[src/rtl/up_bus_combiner.sv]
// up_bus_combiner: combines NUM_SLAVES register-slave responses into one up bus response,
// latency: slave ack at cycle t -> up_rack/up_wack (+ data) at t+1, registered; timeout ack at req+TIMEOUT_CYCLES+1,
// backpressure: none; every request ends in exactly one ack pulse. Optional timeout: define UP_BUS_TIMEOUT_EN.

// Per-direction response tracker: IDLE/WAIT FSM with optional timeout counter.
module up_bus_resp_fsm #(
  parameter int NUM_SLAVES     = 4,
  parameter int TIMEOUT_CYCLES = 32
) (
  input  logic                  clk,
  input  logic                  rstn,
  input  logic                  req,
  input  logic [NUM_SLAVES-1:0] ack,
  output logic                  resp,       // registered ack pulse towards up_axi
  output logic                  done,       // a response is being issued this cycle
  output logic                  timeout,    // this cycle's response is a forced one
  output logic                  stray,      // ack seen with nothing outstanding
  output logic                  multi       // more than one slave acked this cycle
);

  typedef enum logic {ST_IDLE, ST_WAIT} state_t;

  state_t state;
  logic   any_ack;

`ifdef UP_BUS_TIMEOUT_EN
  localparam int TW = $clog2(TIMEOUT_CYCLES + 1);
  logic [TW-1:0] tcnt;
`endif

  assign any_ack = |ack;
  assign multi   = ($countones(ack) > 1);

  // Decide this cycle's response/timeout/stray events from state and inputs.
  always_comb begin
    done    = 1'b0;
    timeout = 1'b0;
    stray   = 1'b0;
    case (state)
      ST_IDLE: begin
        // A same-cycle ack on a fresh request is a zero-latency slave response.
        if (any_ack && req) begin
          done = 1'b1;
        end else if (any_ack) begin
          stray = 1'b1;
        end
      end
      ST_WAIT: begin
        // Any ack wins over the timeout, even in the final window cycle.
        if (any_ack) begin
          done = 1'b1;
        end
`ifdef UP_BUS_TIMEOUT_EN
        else if (tcnt == TW'(TIMEOUT_CYCLES)) begin
          done    = 1'b1;
          timeout = 1'b1;
        end
`endif
      end
      default: begin
        done = 1'b0;
      end
    endcase
  end

  // FSM state, timeout window counter and registered ack pulse.
  always_ff @(posedge clk) begin
    if (!rstn) begin
      state <= ST_IDLE;
      resp  <= 1'b0;
`ifdef UP_BUS_TIMEOUT_EN
      tcnt  <= '0;
`endif
    end else begin
      resp <= done;
      case (state)
        ST_IDLE: begin
          if (req && !any_ack) begin
            state <= ST_WAIT;
`ifdef UP_BUS_TIMEOUT_EN
            tcnt  <= TW'(1);
`endif
          end
        end
        ST_WAIT: begin
          // Requests arriving here are protocol violations and are ignored;
          // the original window keeps running.
          if (done) begin
            state <= ST_IDLE;
`ifdef UP_BUS_TIMEOUT_EN
            tcnt  <= '0;
          end else begin
            tcnt  <= tcnt + TW'(1);
`endif
          end
        end
        default: begin
          state <= ST_IDLE;
        end
      endcase
    end
  end

endmodule

// Top: independent write and read trackers plus read data mux and sticky diagnostics.
module up_bus_combiner #(
  parameter int          NUM_SLAVES     = 4,
  parameter int          TIMEOUT_CYCLES = 32,
  parameter logic [31:0] ERROR_DATA     = 32'hDEADDEAD
) (
  input  logic                     up_clk,
  input  logic                     up_rstn,
  input  logic                     up_wreq,
  input  logic                     up_rreq,
  output logic                     up_wack,
  output logic                     up_rack,
  output logic [31:0]              up_rdata,
  input  logic [NUM_SLAVES-1:0]    up_wack_s,
  input  logic [NUM_SLAVES-1:0]    up_rack_s,
  input  logic [32*NUM_SLAVES-1:0] up_rdata_s,
  input  logic                     up_err_clr,
  output logic [15:0]              up_timeout_cnt,
  output logic                     up_collision,
  output logic                     up_stray_ack
);

  logic        wr_done, wr_timeout, wr_stray, wr_multi;
  logic        rd_done, rd_timeout, rd_stray, rd_multi;
  logic [31:0] rdata_or;

  up_bus_resp_fsm #(
    .NUM_SLAVES     (NUM_SLAVES),
    .TIMEOUT_CYCLES (TIMEOUT_CYCLES)
  ) u_wr (
    .clk     (up_clk),
    .rstn    (up_rstn),
    .req     (up_wreq),
    .ack     (up_wack_s),
    .resp    (up_wack),
    .done    (wr_done),
    .timeout (wr_timeout),
    .stray   (wr_stray),
    .multi   (wr_multi)
  );

  up_bus_resp_fsm #(
    .NUM_SLAVES     (NUM_SLAVES),
    .TIMEOUT_CYCLES (TIMEOUT_CYCLES)
  ) u_rd (
    .clk     (up_clk),
    .rstn    (up_rstn),
    .req     (up_rreq),
    .ack     (up_rack_s),
    .resp    (up_rack),
    .done    (rd_done),
    .timeout (rd_timeout),
    .stray   (rd_stray),
    .multi   (rd_multi)
  );

  // OR of every slave's read data; idle slaves are expected to drive zero.
  always_comb begin
    rdata_or = '0;
    for (int k = 0; k < NUM_SLAVES; k++) begin
      rdata_or = rdata_or | up_rdata_s[32*k +: 32];
    end
  end

  // Read data is registered alongside up_rack and is zero outside the ack cycle.
  always_ff @(posedge up_clk) begin
    if (!up_rstn) begin
      up_rdata <= '0;
    end else if (rd_done) begin
`ifdef UP_BUS_TIMEOUT_EN
      up_rdata <= rd_timeout ? ERROR_DATA : rdata_or;
`else
      up_rdata <= rdata_or;
`endif
    end else begin
      up_rdata <= '0;
    end
  end

  // Sticky collision flag; a new event in the clear cycle keeps it set.
  always_ff @(posedge up_clk) begin
    if (!up_rstn) begin
      up_collision <= 1'b0;
    end else if (wr_multi || rd_multi) begin
      up_collision <= 1'b1;
    end else if (up_err_clr) begin
      up_collision <= 1'b0;
    end
  end

  // Sticky stray-ack flag; a new event in the clear cycle keeps it set.
  always_ff @(posedge up_clk) begin
    if (!up_rstn) begin
      up_stray_ack <= 1'b0;
    end else if (wr_stray || rd_stray) begin
      up_stray_ack <= 1'b1;
    end else if (up_err_clr) begin
      up_stray_ack <= 1'b0;
    end
  end

`ifdef UP_BUS_TIMEOUT_EN
  logic [1:0]  to_inc;
  logic [16:0] to_sum;

  assign to_inc = {1'b0, wr_timeout} + {1'b0, rd_timeout};
  assign to_sum = {1'b0, up_timeout_cnt} + {15'd0, to_inc};

  // Saturating timeout counter; both directions may time out in one cycle.
  // An increment in the clear cycle is applied to the uncleared value.
  always_ff @(posedge up_clk) begin
    if (!up_rstn) begin
      up_timeout_cnt <= '0;
    end else if (to_inc != 2'd0) begin
      up_timeout_cnt <= to_sum[16] ? 16'hFFFF : to_sum[15:0];
    end else if (up_err_clr) begin
      up_timeout_cnt <= '0;
    end
  end
`else
  assign up_timeout_cnt = '0;
`endif

endmodule

[config.mk]
export PLATFORM = sky130hd
export DESIGN_NAME = up_bus_combiner
export DESIGN_NICKNAME = d
export VERILOG_FILES = /design/src/rtl/up_bus_combiner.sv
export SDC_FILE = /design/constraint.sdc
export NUM_CORES = 1
export LEC_CHECK = 0
export CAP_MARGIN = 0
export CORE_MARGIN = 2
export CORE_UTILIZATION = 28
export CTS_BUF_LIST = sky130_fd_sc_hd__clkbuf_2 sky130_fd_sc_hd__clkbuf_4 sky130_fd_sc_hd__clkbuf_8
export DETAILED_ROUTE_END_ITERATION = 8
export PLACE_DENSITY = 0.9
export SYNTH_ARGS = -nofsm -noshare
export SYNTH_HDL_FRONTEND = slang
export SYNTH_HIERARCHICAL = 1
export SYNTH_SLANG_ARGS = --single-unit
[constraint.sdc]
create_clock -name up_clk -period 3.21 [get_ports up_clk]
set_clock_uncertainty 0.1 [all_clocks]
set_input_delay 0.963 -clock up_clk [delete_from_list [all_inputs] [get_ports up_clk]]
set_output_delay 0.963 -clock up_clk [all_outputs]
set_load 0.03 [all_outputs]
==> results of run 1 <==
-- stage by stage --
stage | power (mW) | instance area (µm²) | std cells
after detailed placement | 0.892 | 3250 | 393
after global routing | 1.42 | 3390 | 401
after CTS | 1.37 | 3390 | 401
after global placement | 0.880 | 3250 | 393
after floorplan | 0.660 | 1540 | 165
final | 1.36 | 3390 | 401
-- flip-flops by register name, indices dropped and copies added (netlist names) --
name / flops
u_rd/resp: 1
u_rd/state: 1
up_stray_ack: 1
u_wr/state: 1
u_wr/resp: 1
up_rdata: 32
up_collision: 1
-- area by class of cell --
class                           instances  area (µm²)  area share, %
Clock inverter                          3        68.8           2.03
Tap cell                               70        87.6           2.58
Clock buffer                            5        68.8           2.03
Multi-Input combinational cell        104         606           17.9
Sequential cell                        38         761           22.5
Inverter                                4        15.0          0.443
Timing Repair Buffer                  177        1780           52.6
-- how the worst max path moves through the flow --
stage | startpoint | to | slack, ps
4_1_cts | up_rack_s[0] | up_collision | 570
3_3_place_gp | up_rack_s[0] | up_collision | 340
6_report | up_rack_s[0] | up_collision | 570
3_5_place_dp | up_rack_s[0] | up_collision | 260
5_1_grt | up_rack_s[0] | up_collision | 530
2_1_floorplan | up_rack_s[0] | up_collision | 860
-- critical path, cell delays in order --
cell	delay, ps
clkdlybuf4s50_1	490
inv_1	60
ha_1	300
ha_1	290
a211o_2	300
o31a_2	330
-- layer usage --
metal	share of wire (%)	vias up	GRT usage [%]	wire, µm
li1	-	855	-	-
met3	8.8	16	7.65	535
met2	55	111	41.7	3380
met5	0	-	0	0
met4	3.1	0	8.18	188
met1	33	793	18.5	1990
-- power by group through the flow --
stage               logic (mW)  clock network, mW  registers [mW]
global route             0.392              0.518           0.510
detailed placement       0.373                  0           0.519
floorplan               0.0836                  0           0.577
CTS                      0.374              0.493           0.508
global placement         0.363                  0           0.517
finish                   0.372              0.482           0.508
==> results.sh, run 1 <==
export IMPL_hold_class="reg2reg"
export IMPL_rsz0062_at_grt="false"
export IMPL_hold_start="u_wr/state"
export IMPL_syn_area_per_cell_um2=9.86
export IMPL_dr_pass1_iters=4
export IMPL_diodes=0
export IMPL_p_int_mw=1.03
export IMPL_drc=0
export IMPL_p_seq_share_pct=37.3
export IMPL_initial_core_util_pct=29.0
export IMPL_mostFrequentLayoutCells="clkdlybuf4s50_1 (176), dfxtp_1 (38), nor2_1 (35), nor4_1 (32), conb_1 (16)"
export IMPL_gp_congestion=0.723
export IMPL_overflow=0
export IMPL_fin_ws_ps=570
export IMPL_final_antenna_net_count=0
export IMPL_mostFrequentLayoutCell="clkdlybuf4s50_1"
export IMPL_vias_per_cell=4.43
export IMPL_cts_made_buffers=5
export IMPL_dpl_hpwl_um=5380
export IMPL_required_ps=3290
export IMPL_track_usage_pct=20.9
export IMPL_holdPathEnd="u_wr/resp"
export IMPL_p_leak_nw=1.34
export IMPL_grt_pass1_wl_um=9440
export IMPL_end_kind="flip-flop"
export IMPL_rr_worst_depth=5
export IMPL_criticalPathCategory="in2reg"
export IMPL_clk_latency_ps=290
export IMPL_power_frac_clock_pct=35.4
export IMPL_cts_tree="yes"
export IMPL_cts_htree_levels=2
export IMPL_timing_final_crit_share_pct=82.2
export IMPL_r2r_start="u_rd/state"
export IMPL_syn_to_final_growth_pct=129
export IMPL_num_rows=26
export IMPL_status="complete, no violations"
export IMPL_cts_repair_resized=0
export IMPL_min_path_cells=2
export IMPL_clk_pin_slew_worst_paths_ps=80
export IMPL_num_vias=1775
export IMPL_r2r_slack_ps=2050
export IMPL_cp_max_fo=2
export IMPL_syn_inst=150
export IMPL_switching_share_pct=24.2
export IMPL_critPathArrivalTime_ps=2720
export IMPL_final_hold_violation_count=0
export IMPL_nFillCells=394
export IMPL_power_frac_comb_pct=27.3
export IMPL_peakVddDrop_uv=247
export IMPL_cts_hold_buf=0
export IMPL_timing_rr_end="up_rdata[28]"
export IMPL_die_h_um=76.7
export IMPL_syn_area_um2=1480
export IMPL_whs_ps=442
export IMPL_setup_violations=0
export IMPL_worstSetupStartpointType="input pin"
export IMPL_io_buffers=176
export IMPL_fp_dieW_um=76.7
export IMPL_fmax_mhz=379
export IMPL_maxCapViolations=0
export IMPL_tns_ps=0
export IMPL_nNetsFinal=477
export IMPL_final_core_util_pct=66.3
export IMPL_antenna_found_initial=0
export IMPL_root_buffer="clkbuf_8"
export IMPL_drive_above_1_share_pct=4.83
export IMPL_slew_viol_final=0
export IMPL_io_pins=193
export IMPL_min_period_ps=2640
export IMPL_wl_um=6100
export IMPL_grt_max_degree=30
export IMPL_grt_pass1_vias=1925
export IMPL_drtIter0Drc=38
export IMPL_clock_sinks=38
export IMPL_clock_path_buffers=2
export IMPL_place_ws_ps=261
export IMPL_ys_warn_count=6
export IMPL_die_area_um2=5880
export IMPL_p_switching_mw=0.329
export IMPL_power_density_nw_per_um2=402
export IMPL_post_cts_buffers=0
export IMPL_core_area_um2=5110
export IMPL_routedWlPerCell_um=15.2
(Power assumes the default switching activity.)
==> inputs of run 2 (changes only) <==
- CORE_UTILIZATION: 28 -> 24
- PLACE_DENSITY: 0.9 -> 0.82
- clock period: 3.21 -> 2.2 ns (I/O delays scaled with it)
==> run 2 against run 1 <==
Against the previous run: final area about the same; combinational power increased by 45%; power rose by 30%; clock-buffer cell count rose by 1; worst setup slack worse by 420 ps; via count down 0.68%; wire length fell by 9.3%; first-iteration DRC count down 42%; critical endpoint is now up_rdata[8]; critical path depth down 5; utilization shrank 9.4 points; cell count increased by 2.2%; non-clock buffer count grew 4.
==> results.sh, run 2 (synthesized netlist as in run 1, its figures left out) <==
export IMPL_root_buffer="clkbuf_8"
export IMPL_place_ws_ps=-399
export IMPL_register_area_um2=761
export IMPL_drc=0
export IMPL_power_density_nw_per_um2=523
export IMPL_dr_pass1_iters=4
export IMPL_clk_latency_ps=280
export IMPL_wl_um=5530
export IMPL_m1WireLength_um=1800
export IMPL_holdPathEnd="u_wr/resp"
export IMPL_mostFrequentLayoutCells="clkdlybuf4s50_1 (172), dfxtp_1 (38), nor2_1 (35), nor4_1 (32), conb_1 (16)"
export IMPL_mostFrequentLayoutCell="clkdlybuf4s50_1"
export IMPL_io_buffers=176
export IMPL_cp_max_fo=1
export IMPL_criticalPathCategory="reg2out"
export IMPL_antenna_found_initial=0
export IMPL_die_h_um=82.5
export IMPL_fp_dieW_um=82.5
export IMPL_crit_chain="clkdlybuf4s50_1"
export IMPL_final_antenna_net_count=0
export IMPL_required_ps=1440
export IMPL_cp_top_family="buffers and inverters"
export IMPL_fin_total_pwr_mw=1.77
export IMPL_min_path_cells=2
export IMPL_setup_violations=0
export IMPL_fmax_mhz=488
export IMPL_cts_tree="yes"
export IMPL_worstSetupStartpointType="flip-flop"
export IMPL_rsz0062_at_grt="false"
export IMPL_vias_per_cell=4.30
export IMPL_initial_core_util_pct=24.8
export IMPL_worst_path_buf_inv=1
export IMPL_p_leak_nw=1.35
export IMPL_nFillCells=522
export IMPL_cts_htree_levels=2
export IMPL_clock_sinks=38
export IMPL_cts_made_buffers=5
export IMPL_hold_class="reg2reg"
export IMPL_final_hold_violation_count=0
export IMPL_instances_no_fill=410
export IMPL_grt_pass1_wl_um=7080
export IMPL_post_cts_buffers=0
export IMPL_cts_hold_buf=0
export IMPL_peakVddDrop_uv=397
export IMPL_critPathArrivalTime_ps=1290
export IMPL_fin_ws_ps=150
export IMPL_multiInputGateArea_um2=606
export IMPL_r2r_slack_ps=1070
export IMPL_whs_ps=424
export IMPL_wl_met2_um=3050
export IMPL_placed_cells=402
export IMPL_syn_to_final_growth_pct=129
export IMPL_timing_final_crit_share_pct=93.2
export IMPL_overflow=0
export IMPL_dr_max_layer_used="met4"
export IMPL_r2r_start="u_rd/state"
export IMPL_grt_max_degree=24
export IMPL_grt_pass1_vias=1553
export IMPL_clock_path_buffers=2
export IMPL_nNetsFinal=481
export IMPL_cts_repair_resized=4
export IMPL_final_core_util_pct=56.9
export IMPL_core_area_um2=5960
export IMPL_status="complete, no violations"
export IMPL_min_period_ps=2050
export IMPL_maxCapViolations=0
export IMPL_regMostFlops="up_rdata"
export IMPL_num_vias=1763
export IMPL_drive_above_1_share_pct=5.97
export IMPL_gp_congestion=0.746
export IMPL_timing_rr_end="up_rdata[7]"
export IMPL_drtIter0Drc=22
export IMPL_cp_slowest_stage_delay_ps=700
export IMPL_diodes=0
export IMPL_clk_pin_slew_worst_paths_ps=80
export IMPL_dr_wl_met3_um=655
export IMPL_rr_worst_depth=5
export IMPL_crit_slowest_cell="clkdlybuf4s50_1"
export IMPL_largest_reg_flops=32
export IMPL_io_pins=193
export IMPL_die_area_um2=6810
export IMPL_end_kind="output port"
export IMPL_routedWlPerCell_um=13.5
export IMPL_dpl_hpwl_um=4750
export IMPL_num_rows=28
export IMPL_slew_viol_final=0
export IMPL_track_usage_pct=14.2
export IMPL_hold_start="u_wr/state"
[run 2: cell type report]
| class | instances | area share [%] |
|---|---|---|
| flip-flops and latches | 38 | 22.4 |
| repair buffers | 181 | 53.7 |
| clock buffers | 6 | 2.44 |
| inverters | 4 | 0.443 |
| well taps | 75 | 2.77 |
| multi-input cells | 104 | 17.9 |
| clock inverters | 2 | 0.369 |
[run 2: worst max path at each step]
stage / from / end / slack, ps / depth (start not counted)
final: up_rdata[8] / up_rdata[8] / 150 / 1
after global routing: up_rdata[17] / up_rdata[17] / 90 / 1
after CTS: up_rdata[8] / up_rdata[8] / 140 / 1
after detailed placement: up_rack_s[0] / up_collision / -400 / 6
after global placement: up_wack_s[0] / up_collision / -370 / 6
after floorplan: up_rack_s[0] / up_collision / 150 / 5
[run 2: metal layers]
layer / global-route usage [%] / vias to the layer above
li1: - / 864
met1: 12.4 / 804
met2: 29.0 / 93
met3: 5.98 / 2
met4: 3.44 / 0
met5: 0 / -
[run 2: stage by stage]
stage | instance area, µm² | setup TNS [ps]
after floorplan | 1540 | 0
after global placement | 3300 | -370
after detailed placement | 3300 | -498
after CTS | 3390 | 0
after global routing | 3390 | 0
final | 3390 | 0
[run 2: report_power, final]
group          internal, mW  switching [mW]  total, mW  leakage (nW)
combinational         0.324           0.216      0.541         0.986
sequential            0.729          0.0104      0.740         0.316
clock                 0.252           0.240      0.492        0.0472
==> inputs of run 3 (changes only) <==
- CORE_UTILIZATION: 24 -> 26
- PLACE_DENSITY: 0.82 -> 0.8
- SYNTH_HIERARCHICAL: 1 -> not set
==> run 3 against run 2 <==
Against the previous run: clock-buffer cell count unchanged; synthesized area is 21% higher; non-clock buffer count increased by 1; utilization down 1.5 points; register-to-register slack about the same; hold slack got worse by 48 ps; maximum frequency shrank 3.4%; die area grew 11%; critical path depth rose by 6; worst setup slack worse by 71 ps; power increased by 17%; largest power group unchanged.
==> results.sh, run 3 <==
export IMPL_mostFrequentLayoutCells="clkdlybuf4s50_1 (168), dfxtp_1 (38), nor4_1 (32), nor3_2 (26), conb_1 (16)"
export IMPL_dpl_hpwl_um=5050
export IMPL_syn_inst=162
export IMPL_crit_chain="dlygate4sd2_1 > inv_1 > ha_1 > and2_4 > fa_2 > nor4_4 > a21boi_1"
export IMPL_mostFrequentLayoutCell="clkdlybuf4s50_1"
export IMPL_drtIter0Drc=23
export IMPL_clk_latency_ps=280
export IMPL_ys_seq_area_share_pct=42.6
export IMPL_nFillCells=598
export IMPL_hold_class="reg2reg"
export IMPL_root_buffer="clkbuf_8"
export IMPL_fp_dieW_um=86.9
export IMPL_syn_area_um2=1790
export IMPL_grt_pass1_vias=1960
export IMPL_track_usage_pct=15.6
export IMPL_die_area_um2=7550
export IMPL_diodes=0
export IMPL_tightest_slew_ps=567
export IMPL_synth_cell_types=24
export IMPL_p_leak_nw=1.42
export IMPL_final_hold_violation_count=0
export IMPL_drive_above_1_share_pct=14.0
export IMPL_die_h_um=86.9
export IMPL_yosysTopAreaCellShare_pct=42.6
export IMPL_end_kind="flip-flop"
export IMPL_min_period_ps=2120
export IMPL_gp_congestion=0.758
export IMPL_clock_sinks=38
export IMPL_async_flop_share_pct=0
export IMPL_overflow=0
export IMPL_r2r_start="u_rd.state"
export IMPL_synthTopCellsByArea="dfxtp_1 (43%), nor3_2 (15%), nor4_1 (12%)"
export IMPL_post_cts_buffers=0
export IMPL_cts_hold_buf=0
export IMPL_final_area_um2=3720
export IMPL_place_ws_ps=-548
export IMPL_required_ps=2270
export IMPL_final_antenna_net_count=0
export IMPL_hold_start="up_collision"
export IMPL_core_area_um2=6720
export IMPL_slew_headroom_pct=62.2
export IMPL_final_core_util_pct=55.4
export IMPL_syn_to_final_growth_pct=108
export IMPL_instances_no_fill=424
export IMPL_regMostFlops="up_rdata"
export IMPL_cp_slowest_stage_delay_ps=440
export IMPL_criticalPathCategory="in2reg"
export IMPL_clock_path_buffers=2
export IMPL_setup_violations=0
export IMPL_critPathArrivalTime_ps=2190
export IMPL_min_path_cells=2
export IMPL_io_pins=193
export IMPL_cp_max_fo=2
export IMPL_synth_most_common_cell="dfxtp_1"
export IMPL_antenna_found_initial=0
export IMPL_tns_ps=0
export IMPL_maxCapViolations=0
export IMPL_worstSetupStartpointType="input pin"
export IMPL_num_vias=1891
export IMPL_gr_usage_met2_pct=29.6
export IMPL_peakVddDrop_uv=374
export IMPL_timing_final_crit_share_pct=96.4
export IMPL_r2r_slack_ps=1080
export IMPL_synth_top_area_cell="dfxtp_1"
export IMPL_grt_pass1_wl_um=9020
export IMPL_dr_pass1_iters=4
export IMPL_drc=0
export IMPL_largest_reg_flops=32
export IMPL_register_area_um2=761
export IMPL_power_density_nw_per_um2=556
export IMPL_slew_viol_final=0
export IMPL_fmax_mhz=471
export IMPL_placed_area_um2=3560
export IMPL_grt_max_degree=34
export IMPL_rr_worst_depth=3
export IMPL_routedWlPerCell_um=14.1
export IMPL_timing_rr_end="up_rdata[15]"
export IMPL_status="complete, no violations"
export IMPL_use_met3_pct=5.88
export IMPL_clk_pin_slew_worst_paths_ps=80
export IMPL_holdPathEnd="up_collision"
export IMPL_num_rows=30
export IMPL_whs_ps=377
export IMPL_nNetsFinal=494
export IMPL_busiest_layer="met2"
export IMPL_ys_ff_latch=38
export IMPL_grtUsageMet1_pct=15.6
export IMPL_synth_edf_count=0
export IMPL_cts_htree_levels=2
export IMPL_vias_per_cell=4.46
export IMPL_ys_warn_count=0
export IMPL_fin_total_pwr_mw=2.07
export IMPL_wl_um=5990
export IMPL_initial_core_util_pct=26.6
export IMPL_rsz0062_at_grt="false"
export IMPL_cts_made_buffers=5
export IMPL_fin_ws_ps=78.5
export IMPL_crit_slowest_cell="fa_2"
export IMPL_placed_cells=416
export IMPL_syn_area_per_cell_um2=11.0
export IMPL_io_buffers=176
export IMPL_synth_flop_cell="dfxtp_1"
export IMPL_cts_tree="yes"
export IMPL_synthTopCellsByCount="dfxtp_1 (38), nor4_1 (33), nor3_2 (26), buf_4 (16)"
export IMPL_multiInputGateArea_um2=861
-- run 3: report_power, final --
part	total, mW	internal, mW	switching, mW
clock	0.732	0.484	0.248
combinational	0.596	0.349	0.248
sequential	0.742	0.730	0.0116
total	2.07	1.56	0.507
-- run 3: worst max-delay path by stage --
stage	from	end	cells past startpoint
2_1_floorplan	up_wack_s[0]	up_collision	6
3_3_place_gp	up_wack_s[0]	up_collision	7
3_5_place_dp	up_wack_s[0]	up_collision	7
4_1_cts	up_wack_s[3]	up_collision	7
5_1_grt	up_wack_s[0]	up_collision	7
6_report	up_wack_s[0]	up_collision	7
-- run 3: layout make-up --
cell class	count	area share [%]
repair buffers	182	49.1
inverters	8	0.807
multi-input cells	108	23.1
flip-flops and latches	38	20.5
clock inverters	2	1.61
clock buffers	6	2.22
well taps	80	2.69
-- run 3: cell families (layout without fill, tap and decap cells) --
| group | Yosys count | in the layout | share of synthesized area, % |
|---|---|---|---|
| fa+ha+maj | 10 | 10 | 7.85 |
| flops | 38 | 38 | 42.6 |
| other cells | 1 | 16 | 0.210 |
| compound gates | 7 | 7 | 3.22 |
| buf+inv | 31 | 198 | 13.5 |
| simple gates | 75 | 75 | 32.7 |
-- run 3: worst max-delay path, delay by kind of cell --
family / cells / cell delay [ps]
adder cells (fa/ha/maj): 2 / 720
AND/OR/NAND/NOR: 2 / 430
AO/OA/AOI/OAI: 1 / 90
buffers and inverters: 2 / 280
-- run 3: routing by layer --
layer	share of wire [%]	vias to the layer above
met5	0	-
met4	1.5	0
met3	10	8
met2	54	99
met1	34	868
li1	-	916
-- run 3: timing repair --
item / CTS / global route
pin swaps: 2 / 1
resized for setup: 11 / 2
endpoints found under the setup margin: 1 / 1
